$ cat src/rtl/uart_tx_arbiter.sv
// Round-robin arbiter sharing one UART byte transmitter between N_REQ message sources.
// Optional source-tag prefix byte enabled by defining UART_TX_ARB_TAG_EN.
module uart_tx_arbiter #(
    parameter int          N_REQ       = 4,
    parameter int          IDX_W       = 2,
    parameter logic [15:0] STALL_LIMIT = 16'd8680
`ifdef UART_TX_ARB_TAG_EN
    ,
    parameter logic [7:0]  TAG_BASE    = 8'h10
`endif
) (
    input  logic               clk,
    input  logic               rst_n,
    input  logic [N_REQ-1:0]   req_valid,
    input  logic [8*N_REQ-1:0] req_data,
    input  logic [N_REQ-1:0]   req_last,
    output logic [N_REQ-1:0]   req_ready,
    output logic [N_REQ-1:0]   grant,
    output logic               tx_start,
    output logic [7:0]         tx_byte,
    input  logic               tx_done,
    output logic               busy,
    output logic               abort,
    output logic [IDX_W-1:0]   abort_id,
    output logic [2:0]         state_dbg
);

    // Handshake: a byte moves from requester g when req_valid[g] && req_ready[g]
    // are both high at a rising clk edge; ready is only ever offered in FETCH.

    typedef enum logic [2:0] {
        S_IDLE  = 3'd0,
        S_FETCH = 3'd1,
        S_START = 3'd2,
        S_WAIT  = 3'd3,
        S_TAG   = 3'd4
    } state_t;

    state_t           state;
    logic [IDX_W-1:0] ptr;
    logic [IDX_W-1:0] gidx;
    logic [15:0]      stall_cnt;
    logic             last_flag;

    logic             pick_vld;
    logic [IDX_W-1:0] pick_idx;
    logic             accept;
    logic [16:0]      stall_inc;
    logic             stall_hit;

    function automatic logic [IDX_W-1:0] add_mod(input logic [IDX_W-1:0] a, input int b);
        int s;
        s = int'(a) + b;
        if (s >= N_REQ) s = s - N_REQ;
        return IDX_W'(s);
    endfunction

    // Walk downward so the lowest offset from ptr wins.
    always_comb begin
        pick_vld = 1'b0;
        pick_idx = '0;
        for (int i = N_REQ - 1; i >= 0; i--) begin
            if (req_valid[add_mod(ptr, i)]) begin
                pick_vld = 1'b1;
                pick_idx = add_mod(ptr, i);
            end
        end
    end

    assign req_ready = (state == S_FETCH) ? (grant & req_valid) : '0;
    assign accept    = |req_ready;
    assign stall_inc = {1'b0, stall_cnt} + 17'd1;
    assign stall_hit = (stall_inc >= {1'b0, STALL_LIMIT});
    assign busy      = (state != S_IDLE);
    assign state_dbg = state;

    always_ff @(posedge clk or negedge rst_n) begin
        if (!rst_n) begin
            state     <= S_IDLE;
            ptr       <= '0;
            gidx      <= '0;
            stall_cnt <= '0;
            last_flag <= 1'b0;
            grant     <= '0;
            tx_start  <= 1'b0;
            tx_byte   <= 8'h00;
            abort     <= 1'b0;
            abort_id  <= '0;
        end else begin
            tx_start <= 1'b0;
            abort    <= 1'b0;
            case (state)
                S_IDLE: begin
                    if (pick_vld) begin
                        grant     <= {{(N_REQ-1){1'b0}}, 1'b1} << pick_idx;
                        gidx      <= pick_idx;
                        stall_cnt <= '0;
`ifdef UART_TX_ARB_TAG_EN
                        state     <= S_TAG;
`else
                        state     <= S_FETCH;
`endif
                    end
                end
`ifdef UART_TX_ARB_TAG_EN
                S_TAG: begin
                    tx_byte   <= TAG_BASE + 8'(gidx);
                    last_flag <= 1'b0;
                    tx_start  <= 1'b1;
                    state     <= S_START;
                end
`endif
                S_FETCH: begin
                    if (accept) begin
                        tx_byte   <= req_data[gidx*8 +: 8];
                        last_flag <= req_last[gidx];
                        stall_cnt <= '0;
                        tx_start  <= 1'b1;
                        state     <= S_START;
                    end else if (stall_hit) begin
                        // Owner went silent: drop the message without any terminator.
                        abort     <= 1'b1;
                        abort_id  <= gidx;
                        grant     <= '0;
                        ptr       <= add_mod(gidx, 1);
                        stall_cnt <= '0;
                        state     <= S_IDLE;
                    end else if (stall_cnt != 16'hFFFF) begin
                        stall_cnt <= stall_cnt + 16'd1;
                    end
                end
                S_START: begin
                    state <= S_WAIT;
                end
                S_WAIT: begin
                    if (tx_done) begin
                        if (last_flag) begin
                            grant <= '0;
                            ptr   <= add_mod(gidx, 1);
                            state <= S_IDLE;
                        end else begin
                            state <= S_FETCH;
                        end
                    end
                end
                default: begin
                    state <= S_IDLE;
                end
            endcase
        end
    end

endmodule

$ cat config.mk
export PLATFORM = sky130hd
export DESIGN_NAME = uart_tx_arbiter
export DESIGN_NICKNAME = d
export VERILOG_FILES = /design/src/rtl/uart_tx_arbiter.sv
export SDC_FILE = /design/constraint.sdc
export NUM_CORES = 1
export LEC_CHECK = 0
export CAP_MARGIN = 20
export CORE_AREA = 2 2 93 95
export CTS_CLUSTER_DIAMETER = 100
export DETAILED_ROUTE_END_ITERATION = 8
export DIE_AREA = 0 0 95 97
export MAX_ROUTING_LAYER = met4
export PLACE_DENSITY = 0.58
export SYNTH_ARGS = -nofsm -noshare
export SYNTH_HDL_FRONTEND = slang
export SYNTH_SLANG_ARGS = --single-unit
$ cat constraint.sdc
create_clock -name clk -period 2.5 [get_ports clk]
set_input_delay 0.25 -clock clk [delete_from_list [all_inputs] [get_ports clk]]
set_output_delay 0.25 -clock clk [all_outputs]
set_load 0.005 [all_outputs]
=== Word-level counts from Yosys, hierarchy flattened ===
Cells that the tools add are included.

* Word-level logic and storage cells: 111
* Output and inout port bits: 24
* Bits of input ports: 43
* Register bits after elaboration: 40

* Reduce and logical (&&, ||, !) cells: 13
* Eq/ne operators: 11
* Mux-type cells: 51
* $lt $le $gt $ge: 11
* Shift operators: 2
* Bitwise operators: 2
* $add $sub $neg: 11

{| class="wikitable"
|+ Operators with widths
! kind !! count
|-
| 16-bit two-way mux || 4
|-
| 16-bit one-hot mux with 2 select lines || 1
|-
| 32-bit by 6-bit variable part select with 8-bit output || 1
|-
| 2-bit two-way mux || 13
|-
| 4-bit two-way mux || 6
|-
| 16-bit by 1-bit adder with 17-bit output, second input constant || 1
|-
| 17-bit by 14-bit greater-or-equal comparator with 1-bit output, second input constant || 1
|-
| 16-bit by 1-bit adder with 16-bit output, second input constant || 1
|-
| 16-bit != test, second input constant || 1
|-
| 2-bit by 3-bit less-than comparator with 1-bit output, second input constant || 5
|-
| 1-bit two-way mux || 15
|-
| 3-bit greater-or-equal comparator, second input constant || 4
|-
| 3-bit two-way mux || 4
|-
| 3-bit one-hot mux with 4 select lines || 1
|-
| 4-bit one-hot mux with 3 select lines || 1
|-
| 1-bit binary-select mux with 2-bit select || 5
|-
| 2-bit != test, second input constant || 5
|-
| 2-bit by 1-bit subtractor with 2-bit output, second input constant || 5
|-
| 3-bit AND reduction || 3
|-
| 2-bit by 1-bit adder with 3-bit output, second input constant || 2
|-
| 2-bit by 2-bit adder with 3-bit output, second input constant || 2
|-
| 3-bit by 2-bit == test with 1-bit output, second input constant || 2
|-
| 6-bit AND reduction || 1
|-
| 3-bit nonzero test || 2
|-
| 13 further kinds || 15
|}

=== Logic depth before layout (Yosys ltp) ===
Gate-level depths: netlist of the first run.

* Depth in word-level cells: 12
* Depth in mapped cells: 10
* Gate-level depth less buffers: 8

=== Worst setup path before layout of the first run ===
Ideal clock, no wire load.

* Path type: reg2reg
* Start point: register stall_cnt[0]
* End point: register ptr[1]
* Path slack: 0.117 ns
* Required time: 2.375 ns
* Setup time: 0.125 ns
* Buffers on the path: 0
* Stages on the path, launching flop included: 9
* Data arrival time: 2.258 ns
* Cell sequence: dfrtp_1 ha_1 nand4_1 o41a_1 a31oi_1 o21bai_1 o21ba_4 nand2b_4 mux2_4

* Longest elaborated chain between the ends: 4

{| class="wikitable"
|+ RTL lines
! what !! RTL line !! text
|-
| start: declaration || 42 || <nowiki>logic [15:0] stall_cnt;</nowiki>
|-
| start signal: assignment || 129 || <nowiki>stall_cnt <= stall_cnt + 16'd1;</nowiki>
|-
| 16-bit by 1-bit adder with 17-bit output || 72 || <nowiki>assign stall_inc = {1'b0, stall_cnt} + 17'd1;</nowiki>
|-
| 17-bit by 14-bit greater-or-equal comparator with 1-bit output || 73 || <nowiki>assign stall_hit = (stall_inc >= {1'b0, STALL_LIMIT});</nowiki>
|-
| 2-bit != test (no source line) || - ||
|-
| 5-bit AND reduction (no source line) || - ||
|-
| end signal: assignment || 125 || <nowiki>ptr <= add_mod(gidx, 1);</nowiki>
|-
| end signal: assignment || 139 || <nowiki>ptr <= add_mod(gidx, 1);</nowiki>
|-
| end: declaration || 40 || <nowiki>logic [IDX_W-1:0] ptr;</nowiki>
|}

Every way passes these cells.
A chain may end at the register's enable or synchronous reset.

=== Final worst setup path of the first run ===
* Start point: register stall_cnt[1]
* End point: register ptr[1]

Same word-level chain as after synthesis.

==> impl_metrics.json, run 1 <==
{
  "outcome": "finished clean",
  "grt_overflow": 0,
  "synthArstFlopShare_pct": 100,
  "p_leak_uw": 0.00139,
  "multi_input_area_mm2": 0.00141,
  "avgSynthCellArea_um2": 9.80,
  "hp-class": "input port to asynchronous set/reset pin",
  "cts.clk_slew.worst_paths_ns": 0.09,
  "arrival_ns": 2.57,
  "drt-total-wl_um": 6420,
  "cts_buffer_depth": 2,
  "num_vias": 2304,
  "synth_fa_ha_area_share_pct": 0.501,
  "setup_violations": 0,
  "die_y_um": 97,
  "synth_compound_area_share_pct": 14.2,
  "core_area_mm2": 0.00813,
  "critPathRequiredTime_ns": 2.69,
  "fin_nets": 373,
  "wire_per_inst_um": 14.7,
  "cts_tree": "built",
  "maxSlewViolCount": 0,
  "yosys_most_used_dff": "dfrtp_1",
  "hold_viol": 0,
  "start_kind": "flip-flop",
  "dpl.hpwl_um": 4720,
  "ant_nets": 0,
  "drv_cap": 0,
  "min_period_ns": 2.39,
  "synth_top_family_by_area": "simple AND/OR/NAND/NOR gates",
  "hold_ws_ns": 0.0657,
  "ff_latch_area_um2": 978,
  "worstPathMaxFanout": 7,
  "yosysTopAreaCell": "dfrtp_1",
  "ir_drop_mv": 0.476,
  "timing.rr.end": "ptr[1]",
  "n_fill_cell": 767,
  "ys_types": 57,
  "pwr_density_cell_mw_per_mm2": 842,
  "yosysSeqAreaShare_pct": 39.1,
  "ys_ff_latch": 39,
  "synth_cells": 255,
  "worstSetupPathType": "flip-flop to flip-flop",
  "final.setup_skew_ns": 0.00643,
  "relSlewSlack_pct": 40.5,
  "dieWidth_um": 95,
  "cts-root-buf": "clkbuf_8",
  "yosysTopAreaCellShare_pct": 39.1,
  "worst_pin_slew_ns": 0.892,
  "avgViaCountPerCell": 5.30,
  "busiest_layer": "met2",
  "grt_max_degree": 40,
  "rows": 33,
  "antenna_cells": 0,
  "synth_fp_nets": 299,
  "clk-insertion-delay-late_ns": 0.30,
  "timing.rr.start": "stall_cnt[1]",
  "synth_area_mm2": 0.00250,
  "grt_first_pass_wirelength_um": 10900,
  "yosys.area_share.simple_pct": 22.8,
  "post-route-cell-area_mm2": 0.00348,
  "numCtsBuffers": 5,
  "port_buffers": 65,
  "htreeDepth": 2,
  "antenna_found_initial": 0,
  "r2r_slack_ns": 0.11,
  "start_util_pct": 30.7,
  "synth_edf_count": 0,
  "fin_crit_sh_pct": 95.5,
  "drive_gt1_share_pct": 21.5,
  "reg2reg_depth": 7,
  "synthMuxAreaShare_pct": 17.0,
  "setup.worst_path.end_class": "flip-flop",
  "grt_usage_pct": 15.1,
  "ys_warn_count": 0,
  "gp_congestion": 0.802,
  "syn_to_final_growth_pct": 39.3,
  "cts_setup_buffers": 0,
  "gr-usage-met1_pct": 20.8,
  "synth.area.top_cells": "dfrtp_1 39%, mux4_2 8.1%, mux2_2 6.3%",
  "synth-xor-area-share_pct": 0.701,
  "max_freq_ghz": 0.419,
  "io_pins": 67,
  "drc_errors": 0,
  "die_area_mm2": 0.00922,
  "dr.pass1.iters": 5,
  "placed_area_mm2": 0.00333,
  "use_met3_pct": 3.97,
  "fin_util_pct": 42.8,
  "clkSinkCount": 39,
  "met2_usage_pct": 22.3,
  "tns_ns": 0,
  "postCtsHoldBufs": 0,
  "drtIter0Drc": 142,
  "grt_pass1_vias": 2227
}
==> cell type report <==
class	count	area share, %
flip-flops and latches	39	28.1
clock buffers	5	1.98
well taps	105	3.78
multi-input cells	188	40.6
clock inverters	3	1.37
repair buffers	87	23.3
inverters	8	0.863
==> flip-flops by register name (all words and copies together) (netlist names), 2 cells and up <==
name       cells
ptr            2
grant          4
gidx           2
state_dbg      2
stall_cnt     16
tx_byte        8
abort_id       2
==> power by group <==
group	total, uW	internal [uW]	switching, uW
Combinational	1340	784	555
Clock	558	303	255
Sequential	1030	812	221
==> stage by stage <==
stage / total power [uW] / cells / setup slack, ns
6_report: 2930 / 435 / 0.113
5_1_grt: 3130 / 435 / -0.00262
4_1_cts: 2940 / 435 / 0.0463
3_5_place_dp: 2370 / 427 / 0.0164
3_3_place_gp: 2340 / 427 / 0.108
2_1_floorplan: 1750 / 255 / 0.117
==> critical path: stages (launching register included) <==
cell,delay [ns]
dfrtp_2,0.44
and4_1,0.32
nand3_4,0.12
or4_4,0.44
a211o_1,0.28
o21ba_4,0.22
nand2b_4,0.15
mux2_4,0.29
==> cells in the final DEF (no fill, tap or decap), drive strengths merged, types with 2 or more instances in the layout <==
master          n
a211oi          3
nand4b          2
o211ai          2
mux2           15
nand2b          4
and3            2
clkbuf          5
nor4b           2
and2            2
dfrtp          39
o41ai           2
inv             9
mux4            9
nand2          25
a22oi           2
a211o           2
mux2i           5
nand4          13
o22ai           3
o21ai          11
and4            3
or2             3
a21o            3
a31oi           7
nor3            4
nand3          18
buf            23
nor4            2
clkdlybuf4s50  64
or3             2
a21oi           7
nor2           18
==> worst max-delay path by stage <==
stage	slack [ns]	depth (start not counted)	to	from
floorplan	0.12	8	ptr[1]	stall_cnt[0]
global placement	0.11	8	ptr[1]	stall_cnt[1]
detailed placement	0.02	8	ptr[1]	stall_cnt[1]
CTS	0.05	8	ptr[1]	stall_cnt[1]
global route	-0.003	8	ptr[1]	stall_cnt[1]
finish	0.11	7	ptr[1]	stall_cnt[1]
==> metal layers <==
layer  wire length (um)  vias up  share of wire (%)
met4                 93        0                1.4
met3                487       10                7.6
met2               2910      102                 45
li1                   -     1101                  -
met5                  0        -                  0
met1               2920     1091                 46
==> kinds of logic (layout without fill, tap and decap cells) <==
kind of cell | count (synthesis) | after routing
other | 1 | 1
buffers and inverters | 28 | 103
adders and majority gates | 1 | 1
AOI/OAI and AO/OA | 51 | 51
and+or+nand+nor | 104 | 104
DFF | 39 | 39
muxes | 29 | 29
xor gates and xnor gates | 2 | 2
==> synthesized netlist by cell type, drive strengths merged, types with 7 or more instances <==
master  count
inv         8
nand4      13
buf        12
nor2       18
nand2      25
nand3      18
mux4        9
a31oi       7
o21ai      11
a21oi       7
clkbuf      8
dfrtp      39
mux2       15
==> what timing repair did <==
item / 4_1_cts / 5_1_grt
setup endpoints to repair: 1 / 19
pin swaps: 0 / 0
gates resized for setup: 1 / 6
Power figures use the tool's default switching activity.
==> run 2, diff against run 1 <==
--- a/config.mk
+++ b/config.mk
@@ -6,12 +6,12 @@
 export NUM_CORES = 1
 export LEC_CHECK = 0
 export CAP_MARGIN = 20
-export CORE_AREA = 2 2 93 95
+export CORE_AREA = 2 2 103 105
 export CTS_CLUSTER_DIAMETER = 100
 export DETAILED_ROUTE_END_ITERATION = 8
-export DIE_AREA = 0 0 95 97
+export DIE_AREA = 0 0 105 107
 export MAX_ROUTING_LAYER = met4
-export PLACE_DENSITY = 0.58
+export PLACE_DENSITY = 0.49
 export SYNTH_ARGS = -nofsm -noshare
 export SYNTH_HDL_FRONTEND = slang
 export SYNTH_SLANG_ARGS = --single-unit
==> impl_metrics.json, run 2 (synthesized netlist as in run 1, its figures left out) <==
{
  "dieWidth_um": 105,
  "cts_tree": "built",
  "num_vias": 2275,
  "drv_cap": 0,
  "r2r_slack_ns": 0.11,
  "min_period_ns": 2.39,
  "fin_crit_sh_pct": 95.7,
  "drt-total-wl_um": 6700,
  "outcome": "finished clean",
  "core_area_mm2": 0.0101,
  "antenna_cells": 0,
  "relSlewSlack_pct": 38.2,
  "tns_ns": 0,
  "ant_nets": 0,
  "setup_slack_ns": 0.108,
  "dr.pass1.iters": 4,
  "cts.clk_slew.worst_paths_ns": 0.09,
  "final_cell_mix": "64 x clkdlybuf4s50_1, 39 x dfrtp_1, 26 x buf_4",
  "syn_to_final_growth_pct": 41.0,
  "setup_violations": 0,
  "worst_pin_slew_ns": 0.927,
  "worstSetupPathType": "flip-flop to flip-flop",
  "htreeDepth": 2,
  "antenna_found_initial": 0,
  "hold_ws_ns": 0.0901,
  "drtIter0Drc": 101,
  "post-place-ws_ns": 0.0506,
  "clk-insertion-delay-late_ns": 0.29,
  "crit_path_cell_trace": "ha_4 -> nand4_1 -> o41a_1 -> a31oi_2 -> o21bai_1 -> o21ba_4 -> nand2b_4 -> mux2_4",
  "start_kind": "flip-flop",
  "wire_per_inst_um": 14.2,
  "io_pins": 67,
  "largestRegisters": "stall_cnt x16, tx_byte x8, grant x4",
  "die_y_um": 107,
  "placed_area_mm2": 0.00339,
  "arrival_ns": 2.58,
  "p_leak_uw": 0.00139,
  "gp_congestion": 0.825,
  "final.setup_skew_ns": 0.00537,
  "cpMaxStageDelayCell": "dfrtp_1",
  "die_area_mm2": 0.0112,
  "numCtsBuffers": 5,
  "rows": 37,
  "drive_gt1_share_pct": 21.9,
  "clkSinkCount": 39,
  "drc_errors": 0,
  "largest-register": "stall_cnt",
  "avgViaCountPerCell": 4.84,
  "port_buffers": 65,
  "rsz0062_at_grt": "no",
  "hold_viol": 0,
  "postCtsHoldBufs": 0,
  "dpl.hpwl_um": 4960,
  "max_freq_ghz": 0.418,
  "grt_max_degree": 40,
  "grt_first_pass_wirelength_um": 10800,
  "final_common_cell": "clkdlybuf4s50_1",
  "post-route-cell-area_mm2": 0.00352,
  "hp-class": "input port to asynchronous set/reset pin",
  "start_util_pct": 24.8,
  "grt_usage_pct": 12.1,
  "fin_nets": 377,
  "setup.worst_path.end_class": "flip-flop",
  "critPathRequiredTime_ns": 2.69,
  "cts-root-buf": "clkbuf_8",
  "maxSlewViolCount": 0,
  "cpPeakStageDelay_ns": 0.45,
  "cts_buffer_depth": 2,
  "worstPathMaxFanout": 8,
  "grt_pass1_vias": 2250,
  "pwr_density_cell_mw_per_mm2": 814,
  "largest_register_ffs": 16,
  "ir_drop_mv": 0.449,
  "grt_overflow": 0,
  "p_total_uw": 2870
}
run 2: changes by cell type in the layout (fill, tap and decap cells not counted), sizes merged:
cell      before  now
clkinv         1    2
buf           23   27
inv            9    8
clkinvlp       0    1
bufinv         1    0
run 2: routing by layer:
layer,wire (um),track usage (%),share of wire [%]
met4,44,2.67,0.66
met3,341,2.49,5.1
met2,3180,20.1,47
met5,0,-,0
met1,3130,15.4,47
run 2: worst max-delay path: cells and delay by family, from the launching register on:
kind | cells | cell delay (ns)
compound gates | 4 | 0.96
fa+ha+maj | 1 | 0.21
flops | 1 | 0.45
mux | 1 | 0.30
simple gates | 2 | 0.37
run 2: worst paths after layout:
| check | from | to | cells after the start |
|---|---|---|---|
| max in group asynchronous | rst_n | stall_cnt[7] | 1 |
| worst max register to register | stall_cnt[0] | ptr[1] | 8 |
| worst min register to register | tx_byte[6] | tx_byte[6] | 1 |
| worst max-delay path | stall_cnt[0] | ptr[1] | 8 |
| min in group clk | tx_byte[6] | tx_byte[6] | 1 |
| worst min-delay path | rst_n | grant[0] | 1 |
run 2: area by class of cell:
class | count | area [um^2]
multi-input combinational | 188 | 1410
clock buffer | 5 | 68.8
tap | 136 | 170
sequential | 39 | 976
fill | 1078 | 6570
inverter | 8 | 30.0
clock inverter | 3 | 25.0
timing repair buffer | 91 | 841
run 2: power breakdown:
group	internal [uW]	switching [uW]	leakage (uW)
registers	810	199	0.000505
clock network	200	257	0.0000443
logic	818	583	0.000844
total	1830	1040	0.00139
run 2: metrics by stage:
step / util [%] / instances
finish: 34.9 / 470
global route: 34.9 / 470
CTS: 34.5 / 469
detailed placement: 33.6 / 461
global placement: 33.6 / 461
floorplan: - / 255
run 2: timing repair:
item / 4_1_cts / 5_1_grt
setup endpoints to repair: 0 / 17
endpoints found under the hold margin: 0 / 0
setup buffers: 0 / 1
resized for setup: 0 / 5
==> run 3, diff against run 2 <==
--- a/config.mk
+++ b/config.mk
@@ -8,6 +8,7 @@
 export CAP_MARGIN = 20
 export CORE_AREA = 2 2 103 105
 export CTS_CLUSTER_DIAMETER = 100
+export CTS_CLUSTER_SIZE = 25
 export DETAILED_ROUTE_END_ITERATION = 8
 export DIE_AREA = 0 0 105 107
 export MAX_ROUTING_LAYER = met4
==> results of run 3 <==
Same layout as run 2: the final DEF is identical, and so are final timing and power.
